$ cat config.mk
export PLATFORM = sky130hd
export DESIGN_NAME = video_timing_gen
export DESIGN_NICKNAME = d
export VERILOG_FILES = /design/src/rtl/video_timing_pkg.sv /design/src/rtl/vtg_decode.sv /design/src/rtl/video_timing_gen.sv
export SDC_FILE = /design/constraint.sdc
export NUM_CORES = 1
export LEC_CHECK = 0
export ABC_CLOCK_PERIOD_IN_PS = 3050
export BUFFER_PORTS_ARGS = -buffer_cell sky130_fd_sc_hd__buf_4
export CORE_UTILIZATION = 55
export DETAILED_ROUTE_END_ITERATION = 12
export HOLD_SLACK_MARGIN = 0.08
export PLACE_DENSITY = 0.85
export SLEW_MARGIN = 25
export SYNTH_ARGS = -nofsm -noshare
export SYNTH_HDL_FRONTEND = slang
export SYNTH_SLANG_ARGS = --single-unit
$ cat constraint.sdc
create_clock -name clk -period 3.05 [get_ports clk]
set_input_delay 0.61 -clock clk [delete_from_list [all_inputs] [get_ports clk]]
set_output_delay 0.61 -clock clk [all_outputs]
set_load 0.01 [all_outputs]
$ cat src/rtl/video_timing_pkg.sv
// Shared types and frame-geometry constants for the video timing generator.
// Build option: VTG_FIELD_ALT_EN (see video_timing_gen.sv).
package video_timing_pkg;

    typedef logic [8:0] line_t;
    typedef logic [7:0] dot_t;

    typedef struct packed {
        logic hsync;
        logic hblank;
        logic vsync;
        logic vblank;
    } vsig_t;

    // Horizontal geometry, in color clocks
    localparam dot_t H_TOTAL     = 8'd228;
    localparam dot_t H_BLANK     = 8'd68;
    localparam dot_t HSYNC_START = 8'd20;
    localparam dot_t HSYNC_END   = 8'd36;

    // Vertical geometry, in lines
    localparam line_t NTSC_LINES  = 9'd262;
    localparam line_t PAL_LINES   = 9'd312;
    localparam line_t VSYNC_LINES = 9'd3;
    localparam line_t NTSC_VB_END = 9'd19;
    localparam line_t PAL_VB_END  = 9'd23;
    localparam line_t NTSC_VIS    = 9'd240;
    localparam line_t PAL_VIS     = 9'd288;

    // Decode of dot 0, line 0: the state every frame starts in
    localparam vsig_t VSIG_RESET = '{hsync: 1'b0, hblank: 1'b1, vsync: 1'b1, vblank: 1'b1};

    // Last line index of a standard-length frame
    function automatic line_t last_line(input logic pal);
        return pal ? (PAL_LINES - 9'd1) : (NTSC_LINES - 9'd1);
    endfunction

    // First visible line
    function automatic line_t vb_end(input logic pal);
        return pal ? PAL_VB_END : NTSC_VB_END;
    endfunction

    // First line of the bottom blanking region
    function automatic line_t vis_end(input logic pal);
        return pal ? (PAL_VB_END + PAL_VIS) : (NTSC_VB_END + NTSC_VIS);
    endfunction

endpackage

$ cat src/rtl/vtg_decode.sv
// Combinational decode of dot/line counters into sync and blank levels.
module vtg_decode
    import video_timing_pkg::*;
(
    input  dot_t  h_count,
    input  line_t v_count,
    input  logic  pal,
    output vsig_t sig
);

    // Window compares on the counter values presented
    always_comb begin
        sig        = '0;
        sig.hblank = (h_count < H_BLANK);
        sig.hsync  = (h_count >= HSYNC_START) && (h_count < HSYNC_END);
        sig.vsync  = (v_count < VSYNC_LINES);
        // Any line past the visible region is blanked, including an extra alternate-field line
        sig.vblank = (v_count < vb_end(pal)) || (v_count >= vis_end(pal));
    end

endmodule

$ cat src/rtl/video_timing_gen.sv
// TIA-style raw sync generator driven by the color-clock enable.
// Build option: define VTG_FIELD_ALT_EN to add output f1 and make every
// other frame one line longer.
module video_timing_gen
    import video_timing_pkg::*;
(
    input  logic       clk,
    input  logic       reset,
    input  logic       oclk,
    input  logic       pal_in,
    output logic       hsync,
    output logic       hblank,
    output logic       vsync,
    output logic       vblank,
    output logic [7:0] h_count,
    output logic [8:0] v_count,
    output logic       frame_start,
    output logic       pal_active
`ifdef VTG_FIELD_ALT_EN
    ,
    output logic       f1
`endif
);

    dot_t  h_q, h_d;
    line_t v_q, v_d;
    logic  pal_q, pal_d;
    logic  frame_start_q;
    vsig_t sig_q, sig_d;
    line_t line_end;
    logic  h_wrap, v_wrap, frame_wrap;

`ifdef VTG_FIELD_ALT_EN
    logic f1_q;
`endif

    // Next-state counters; the pal latch only moves at the frame wrap
    always_comb begin
        line_end = last_line(pal_q);
`ifdef VTG_FIELD_ALT_EN
        if (f1_q) begin
            line_end = line_end + 9'd1;
        end
`endif
        h_wrap     = (h_q == (H_TOTAL - 8'd1));
        v_wrap     = (v_q == line_end);
        frame_wrap = h_wrap && v_wrap;
        h_d        = h_wrap ? '0 : (h_q + 8'd1);
        v_d        = v_q;
        pal_d      = pal_q;
        if (h_wrap) begin
            v_d = v_wrap ? '0 : (v_q + 9'd1);
        end
        if (frame_wrap) begin
            pal_d = pal_in;
        end
    end

    // Outputs are decoded from next-state values so they align with the counters
    vtg_decode u_decode (
        .h_count (h_d),
        .v_count (v_d),
        .pal     (pal_d),
        .sig     (sig_d)
    );

    // State update, qualified by the color-clock enable
    always_ff @(posedge clk) begin
        if (reset) begin
            h_q           <= '0;
            v_q           <= '0;
            pal_q         <= 1'b0;
            sig_q         <= VSIG_RESET;
            frame_start_q <= 1'b0;
`ifdef VTG_FIELD_ALT_EN
            f1_q          <= 1'b0;
`endif
        end else begin
            frame_start_q <= 1'b0;
            if (oclk) begin
                h_q           <= h_d;
                v_q           <= v_d;
                pal_q         <= pal_d;
                sig_q         <= sig_d;
                frame_start_q <= frame_wrap;
`ifdef VTG_FIELD_ALT_EN
                if (frame_wrap) begin
                    f1_q <= ~f1_q;
                end
`endif
            end
        end
    end

    assign hsync       = sig_q.hsync;
    assign hblank      = sig_q.hblank;
    assign vsync       = sig_q.vsync;
    assign vblank      = sig_q.vblank;
    assign h_count     = h_q;
    assign v_count     = v_q;
    assign frame_start = frame_start_q;
    assign pal_active  = pal_q;
`ifdef VTG_FIELD_ALT_EN
    assign f1          = f1_q;
`endif

endmodule

=== After elaboration in Yosys (flattened, before gate mapping) ===
Cells that the tools add are included.

* Bits in registers: 23
* Input port bits: 4
* Output and inout bits: 23
* Logic and storage cells: 30

* Add/sub/neg operators: 2
* Order comparisons: 6
* Equal/unequal tests: 2
* Multiplexer cells: 7
* Bitwise operators: 1
* Reduce and logical (&&, ||, !) cells: 4

{| class="wikitable"
|+ Operators by type and width
! cell !! count
|-
| 9-bit two-way mux || 2
|-
| 6-bit two-way mux || 2
|-
| 9-bit by 1-bit adder with 9-bit output (second input constant) || 1
|-
| 9-bit == test || 1
|-
| 9-bit greater-or-equal comparator || 1
|-
| 9-bit by 2-bit < comparator with 1-bit output (second input constant) || 1
|-
| 9-bit < comparator || 1
|-
| 8-bit by 1-bit adder with 8-bit output (second input constant) || 1
|-
| 8-bit == test (second input constant) || 1
|-
| 8-bit by 5-bit greater-or-equal comparator with 1-bit output (second input constant) || 1
|-
| 8-bit by 6-bit < comparator with 1-bit output (second input constant) || 1
|-
| 8-bit by 7-bit < comparator with 1-bit output (second input constant) || 1
|-
| 8-bit two-way mux || 1
|-
| 3-bit two-way mux || 1
|-
| 1-bit logical AND || 2
|-
| 2-bit OR reduction || 1
|-
| 1-bit logical OR || 1
|-
| 1-bit two-way mux || 1
|-
| 1-bit inverter || 1
|}

=== Depth between registers and ports, before layout ===
Gate-level depths: netlist of run 1.

* Depth in word-level cells: 7
* Mapped depth: 13
* Mapped depth without buffers: 11

=== Modules after synthesis ===
From an unflattened synthesis of run 1, not the netlist that was laid out.

* Cell total of the unflattened synthesis: 195
* Area total of the unflattened synthesis: 1602.8 um^2

{| class="wikitable"
|+ By module, submodules not included
! module !! times used !! cells each !! area each (um^2)
|-
| video_timing_gen || 1 || 172 || 1422.6
|-
| vtg_decode || 1 || 23 || 180.2
|}

=== Worst setup path after synthesis of run 1 ===
OpenSTA, ideal clock, no wires.

* Path kind: register to register
* From: reg v_q[1], in the netlist v_count[1]
* To: reg sig_q (netlist bit vblank)
* Setup time: 0.079 ns
* Arrival: 2.699 ns
* Setup slack: 0.272 ns
* Stages on the path, launching flop included: 13
* Path buffers: 2
* Cell sequence: dfxtp_1 -> clkbuf_1 -> or4_1 -> a211oi_2 -> buf_4 -> o21ai_0 -> a21oi_1 -> inv_1 -> ha_1 -> nand4b_1 -> and4b_1 -> nor2b_4 -> o221ai_2

* Elaborated cells between the ends (all ways): 11

{| class="wikitable"
|+ RTL lines
! what !! line !! source
|-
| from (decl) || video_timing_gen.sv:26 || <nowiki>line_t v_q, v_d;</nowiki>
|-
| from (signal assigned) || video_timing_gen.sv:82 || <nowiki>v_q <= v_d;</nowiki>
|-
| 9-bit by 1-bit adder with 9-bit output or 9-bit == test (tied branches) || video_timing_gen.sv:52, video_timing_gen.sv:46 ||
|-
| 9-bit two-way mux * || video_timing_gen.sv:52 || <nowiki>v_d = v_wrap ? '0 : (v_q + 9'd1);</nowiki>
|-
| 9-bit two-way mux * || video_timing_gen.sv:51 || <nowiki>if (h_wrap) begin</nowiki>
|-
| net u_decode.v_count[2] || vtg_decode.sv:6 || <nowiki>input line_t v_count,</nowiki>
|-
| 9-bit < comparator or 9-bit greater-or-equal comparator (tied branches) || vtg_decode.sv:18 || <nowiki>sig.vblank = (v_count < vb_end(pal)) || (v_count >= vis_end(pal));</nowiki>
|-
| 1-bit logical OR * || vtg_decode.sv:18 ||
|-
| to (signal assigned) || video_timing_gen.sv:84 || <nowiki>sig_q <= sig_d;</nowiki>
|-
| to (decl) || video_timing_gen.sv:29 || <nowiki>vsig_t sig_q, sig_d;</nowiki>
|}

The timed path passes the listed nets; every way through them passes the cells marked *.
A chain may end at the register's enable or synchronous reset.

=== Final worst setup path of run 1 ===
Same ends and word-level chain as after synthesis.

==> results by group, run 1 <==
CTS
  – Post-CTS Hold Buffers: 0
  – Post-CTS setup buffers: 0
  – Number of H-tree levels: 1
  – CTS clk-pin slew, worst paths: 0.14 ns
  – CTS tree: built
  – Worst-Skew Late Latency: 0.31 ns
  – CTS sink cnt: 23
  – Total CTS buffers: 3
  – Clock Root Buffer: clkbuf_4
  – Clock Path Buffers: 2
  – Resized cells post-CTS: 0

Synthesis
  – Synthesized Nets: 214
  – Avg Synthesized Cell Area: 7.624 um2
  – Cells after Synth: 204
  – Seq/Total Area, Yosys: 29.61%
  – Post-synth EDFFs: 0
  – Synthesized flop and latch total: 23
  – Post-Syn Area: 1555 um2
  – Ys flop type: dfxtp_1
  – Yosys warning total: 0
  – Netlist cell types: 52
  – Async S/R FF share, synth: 0%

Timing
  – Final Hold Viols: 0
  – Skew final: 0.01294 ns
  – Setup TNS: 0 ns
  – RSZ-0062 raised after global routing: false
  – Period utilization: 95.58%
  – Slew Viols, Final: 0
  – Min Tclk post-route: 2.915 ns
  – Setup violations, final: 0
  – F_max: 343.0 MHz
  – Worst Tran Pin Value: 0.5013 ns
  – Worst slew margin: 66.14%

Placed design
  – Detailed Place HPWL: 2.812 mm
  – Placed Area: 1757 um2
  – IO buf count: 26
  – Routability cong.: 0.9083

Global routing
  – Total GRT Usage: 29.13%
  – First-pass GRT wire length: 6.389 mm
  – Met2 Usage GRT: 48.80%
  – Initial antenna violation count: 0
  – Vias in the first global route: 1430
  – Largest net degree at the start of global routing: 24
  – Overflow after GRT: 0
  – Gr busiest metal: met2
  – GRT met3 Usage: 6.011%
  – Met1 usage: 37.77%

Outcome
  – Outcome: complete, no violations

Worst setup path
  – Worst Setup Path Type: reg2reg
  – Worst path max stage delay: 0.58 ns
  – Crit path max fanout: 10
  – Crit-path cells: or4_1, a211oi_2, buf_4, nor4_1, a21oi_1, inv_1, ha_1, o21ai_0, or3_1, o221ai_2
  – Kind of cell adding the most delay to the critical path: simple AND/OR/NAND/NOR gates
  – Critical Path AT: 3.17 ns
  – CP startpoint kind: flop
  – Master of the slowest instance on the critical path: or4_1
  – CP required: 3.30 ns
  – WP buf/inv: 2
  – Crit end category: flop

Die
  – Io pins: 27
  – Core area: 2567 um2
  – Site row count: 18
  – Die H: 55.18 um
  – Die span in x: 55.18 um
  – Die ar.: 3044 um2
  – Initial core utilization: 60.58%

Power
  – NetSw: 156.3 uW
  – Comb power frac: 15.9%
  – Max VDD drop: 254.6 uV
  – Clk pwr share: 26.3%
  – PD cells: 313.2 nW/um2
  – LEAKAGE: 0.7215 nW
  – Seq pwr share: 57.8%
  – Sw frac: 27.99%
  – Internal: 402.1 uW

Worst hold path
  – Worst Hold Class: reg2reg

Detailed routing
  – DRC: 0
  – Routed Antenna Nets: 0
  – Final wirelength: 3.968 mm
  – Via count: 1645
  – Vias/cell: 6.502
  – Initial DRC Count: 86
  – Pre-Repair DR Iteration Count: 4
  – Routed len/inst: 15.68 um

Layout
  – Post-layout util: 69.44%
  – Inserted Diodes: 0
  – FF/Latch Area: 460.4 um2
  – Layout area overhead: 14.64%
  – Most frequent cells in the layout: 34 x buf_4, 30 x nor2_1, 23 x dfxtp_1, 14 x nand2_1, 11 x a21oi_1
  – Share of layout cells above drive strength 1: 18.83%
  – Fin nets: 234
  – # fillers: 225
  – Footprint of the multi-input gates: 984.7 um2
  – Commonest non-fill, non-tap cell in the layout: buf_4
  – Final instance area: 1783 um2

Run
  – Max Cap Viol: 0
## tightest hold or removal path, delay by kind of cell, from the launching register on
kind / cells / cell delay [ns]
AO/OA/AOI/OAI: 2 / 0.12
flip-flops: 1 / 0.35
## worst paths after layout
path	from	endpoint	slack (ns)	cells past startpoint
hold / removal	hblank	hblank	0.49	2
setup / recovery	v_count[1]	vblank	0.13	10
setup reg to reg	v_count[1]	vblank	0.13	10
hold reg to reg	hblank	hblank	0.49	2
## cell usage after synthesis (2+ instances only)
cell type   n  area (um2)
ha_1        6       75.07
o21ai_1     3       15.01
dfxtp_1    23       460.4
nand3_1     9       45.04
nor2b_1     2       12.51
nor4_1      4       25.02
mux2i_1     4       40.04
xnor2_1     4       35.03
o41ai_1     4       35.03
clkbuf_1   15       56.30
nand2_1    14       52.55
a211oi_1    5       37.54
a21oi_1    11       55.05
and3_1      4       25.02
nor3b_1     2       15.01
buf_6       2       22.52
o31a_1      2       17.52
xor2_1      3       26.28
nor2_1     30       112.6
nor3_1      8       40.04
inv_1       4       15.01
o21ai_0     7       35.03
nand4_1     8       50.05
or4_1       2       15.01
## per-stage QoR
step           std cells  worst slack [ns]  hold slack, ns  total power [mW]
3_5_place_dp         249            0.2160          0.4663            0.4174
3_3_place_gp         249            0.3246          0.4676            0.4142
2_1_floorplan        204            0.2723          0.5051            0.3821
5_1_grt              253          0.002869          0.5511            0.5769
4_1_cts              253            0.1836          0.4974            0.5616
6_report             253            0.1349          0.4875            0.5584
## power groups by stage
stage               registers, mW  logic [mW]  clock network (mW)
finish                      0.323      0.0887               0.147
CTS                         0.323      0.0887               0.150
floorplan                   0.331      0.0506                   0
detailed placement          0.329      0.0882                   0
global placement            0.329      0.0856                   0
global route                0.325      0.0987               0.153
## layout make-up
type / count / share of cell area (%)
inverter: 5 / 1.053
multi-input combinational: 157 / 55.23
tap: 30 / 2.105
sequential: 23 / 25.82
timing repair buffer: 34 / 14.32
clock buffer: 4 / 1.474
## cell families after synthesis
family	Yosys count	synth area share [%]
multiplexers	4	2.575
XOR/XNOR	7	3.942
flip-flops	23	29.61
adder cells (fa/ha/maj)	6	4.827
buffers and inverters	24	7.079
AND/OR/NAND/NOR	93	30.89
AO/OA/AOI/OAI	47	21.08
## routing by layer
layer	share of wire (%)	vias to the layer above
met3	10	10
met2	47	97
met4	1.2	0
li1	-	791
met5	0	-
met1	42	747
## state kept, by name (all words and copies together) (netlist names)
| register | flops |
|---|---|
| pal_active | 1 |
| v_count | 9 |
| vblank | 1 |
| hblank | 1 |
| frame_start | 1 |
| hsync | 1 |
| h_count | 8 |
| vsync | 1 |
(Power assumes the default switching activity.)
==> run 2: changes to the inputs <==
CORE_UTILIZATION = 25   (was 55)
CTS_CLUSTER_SIZE = 16   (was default)
PLACE_DENSITY = 0.48   (was 0.85)
==> run 2 against run 1 <==
Net effect: hold slack got worse by 0.0041 ns; combinational power up 5.6%; via count is 6.6% lower.
==> results by group, run 2 (synthesized netlist as in run 1, its figures left out) <==
Outcome
  – Outcome: complete, no violations

Layout
  – Post-layout util: 31.95% (-37 points)
  – Number of flip-flops in the largest register: 9 (unchanged)
  – Inserted Diodes: 0 (unchanged)
  – Layout area overhead: 22.37%
  – Share of layout cells above drive strength 1: 20.96% (+2.1 points)
  – Commonest non-fill, non-tap cell in the layout: buf_4
  – Most frequent cells in the layout: 40 x buf_4, 30 x nor2_1, 23 x dfxtp_1, 14 x nand2_1, 11 x a21oi_1
  – Fin nets: 240 (+2.6%)

Run
  – Max Cap Viol: 0 (unchanged)

CTS
  – Number of H-tree levels: 1 (unchanged)
  – CTS tree: built
  – Worst-Skew Late Latency: 0.27 ns (-0.04 ns)
  – Total CTS buffers: 3 (unchanged)
  – Resized cells post-CTS: 0 (unchanged)
  – CTS sink cnt: 23 (unchanged)
  – Clock Path Buffers: 2 (unchanged)
  – Post-CTS Hold Buffers: 0 (unchanged)
  – Clock Root Buffer: clkbuf_8
  – Post-CTS setup buffers: 0 (unchanged)
  – CTS clk-pin slew, worst paths: 0.09 ns (-0.05 ns)

Power
  – PD cells: 322.8 nW/um2 (+3.1%)
  – LEAKAGE: 0.7593 nW (+5.2%)
  – Max VDD drop: 194.5 uV (-24%)

Worst setup path
  – Crit end category: flop
  – Critical Path AT: 2.94 ns (-0.23 ns)
  – Flop2flop setup slack: 0.27 ns (+0.13 ns)
  – CP startpoint kind: flop
  – Crit path max fanout: 5 (-5)
  – Worst Setup Path Type: reg2reg
  – CP required: 3.21 ns (-0.09 ns)

Detailed routing
  – Final wirelength: 4.328 mm (+9.1%)
  – Vias/cell: 5.053 (-22%)
  – Via count: 1536 (-6.6%)
  – Routed Antenna Nets: 0 (unchanged)
  – Routed len/inst: 14.24 um (-9.2%)
  – Pre-Repair DR Iteration Count: 4 (unchanged)
  – Initial DRC Count: 77 (-10%)
  – DRC: 0 (unchanged)

Worst hold path
  – Worst Hold Class: reg2reg

Placed design
  – Detailed Place HPWL: 3.060 mm (+8.8%)
  – Routability cong.: 0.8511 (-6.3%)
  – IO buf count: 26 (unchanged)

Die
  – Die span in x: 80.88 um (+47%)
  – Initial core utilization: 26.11% (-34 points)
  – Io pins: 27 (unchanged)
  – Die ar.: 6541 um2 (+110%)
  – Die H: 80.88 um (+47%)
  – Core area: 5956 um2 (+130%)
  – Site row count: 28 (+10)

Global routing
  – Vias in the first global route: 1332 (-6.9%)
  – First-pass GRT wire length: 6.975 mm (+9.2%)
  – Largest net degree at the start of global routing: 24 (unchanged)
  – Initial antenna violation count: 0 (unchanged)
  – Overflow after GRT: 0 (unchanged)
  – Total GRT Usage: 13.88% (-15 points)

Timing
  – Worst Tran Pin Value: 0.5633 ns (+0.06195 ns)
  – Skew final: 0.008341 ns (-0.004596 ns)
  – RSZ-0062 raised after global routing: false
  – Setup violations, final: 0 (unchanged)
  – Min Tclk post-route: 2.783 ns (-0.1321 ns)
  – Worst slew margin: 61.96% (-4.2 points)
  – Setup TNS: 0 ns (unchanged)
  – Period utilization: 91.25% (-4.3 points)
  – Final Hold Viols: 0 (unchanged)
  – Slew Viols, Final: 0 (unchanged)
  – F_max: 359.3 MHz (+4.7%)
run 2: final cells by class:
class	instances	area, um2
fillers	666	4053
multi-input cells	157	984.7
flip-flops and latches	23	460.4
repair buffers	40	300.3
well taps	75	93.84
clock buffers	4	45.04
inverters	5	18.77
run 2: where the power goes:
group / switching (mW) / internal (mW) / leakage [nW]
Sequential: 0.00958 / 0.311 / 0.188
Combinational: 0.0513 / 0.0424 / 0.549
Clock: 0.107 / 0.0935 / 0.0228
Total: 0.168 / 0.447 / 0.759
run 2: critical path, cell delays in order (launching register included):
cell      delay, ns
dfxtp_1        0.36
or4_1          0.53
a211oi_2       0.38
nand2_1        0.16
mux2i_1        0.35
ha_1           0.31
nand4b_1       0.09
and4b_1        0.24
nor2b_4        0.15
o221ai_2       0.10
run 2: through the flow:
| step | cell area, um2 | hold WS, ns | setup slack [ns] | cells | total power [mW] |
|---|---|---|---|---|---|
| after floorplan | 1555 | 0.5051 | 0.2723 | 204 | 0.3821 |
| after global placement | 1858 | 0.4655 | 0.3881 | 300 | 0.4222 |
| after detailed placement | 1858 | 0.4661 | 0.3229 | 300 | 0.4218 |
| after CTS | 1903 | 0.4887 | 0.2745 | 304 | 0.6252 |
| after global routing | 1903 | 0.5211 | 0.07588 | 304 | 0.6476 |
| final | 1903 | 0.4834 | 0.2670 | 304 | 0.6143 |
run 2: layer usage:
metal	share of wire, %	track usage (%)
met1	53	21.12
met2	42	19.92
met3	3.5	1.348
met4	1.3	4.821
met5	0	0
run 2: final timing paths:
kind | cells past startpoint | end | start
max reg2reg | 9 | vblank | pal_active
min | 2 | vsync | vsync
min reg2reg | 2 | vsync | vsync
max | 9 | vblank | pal_active
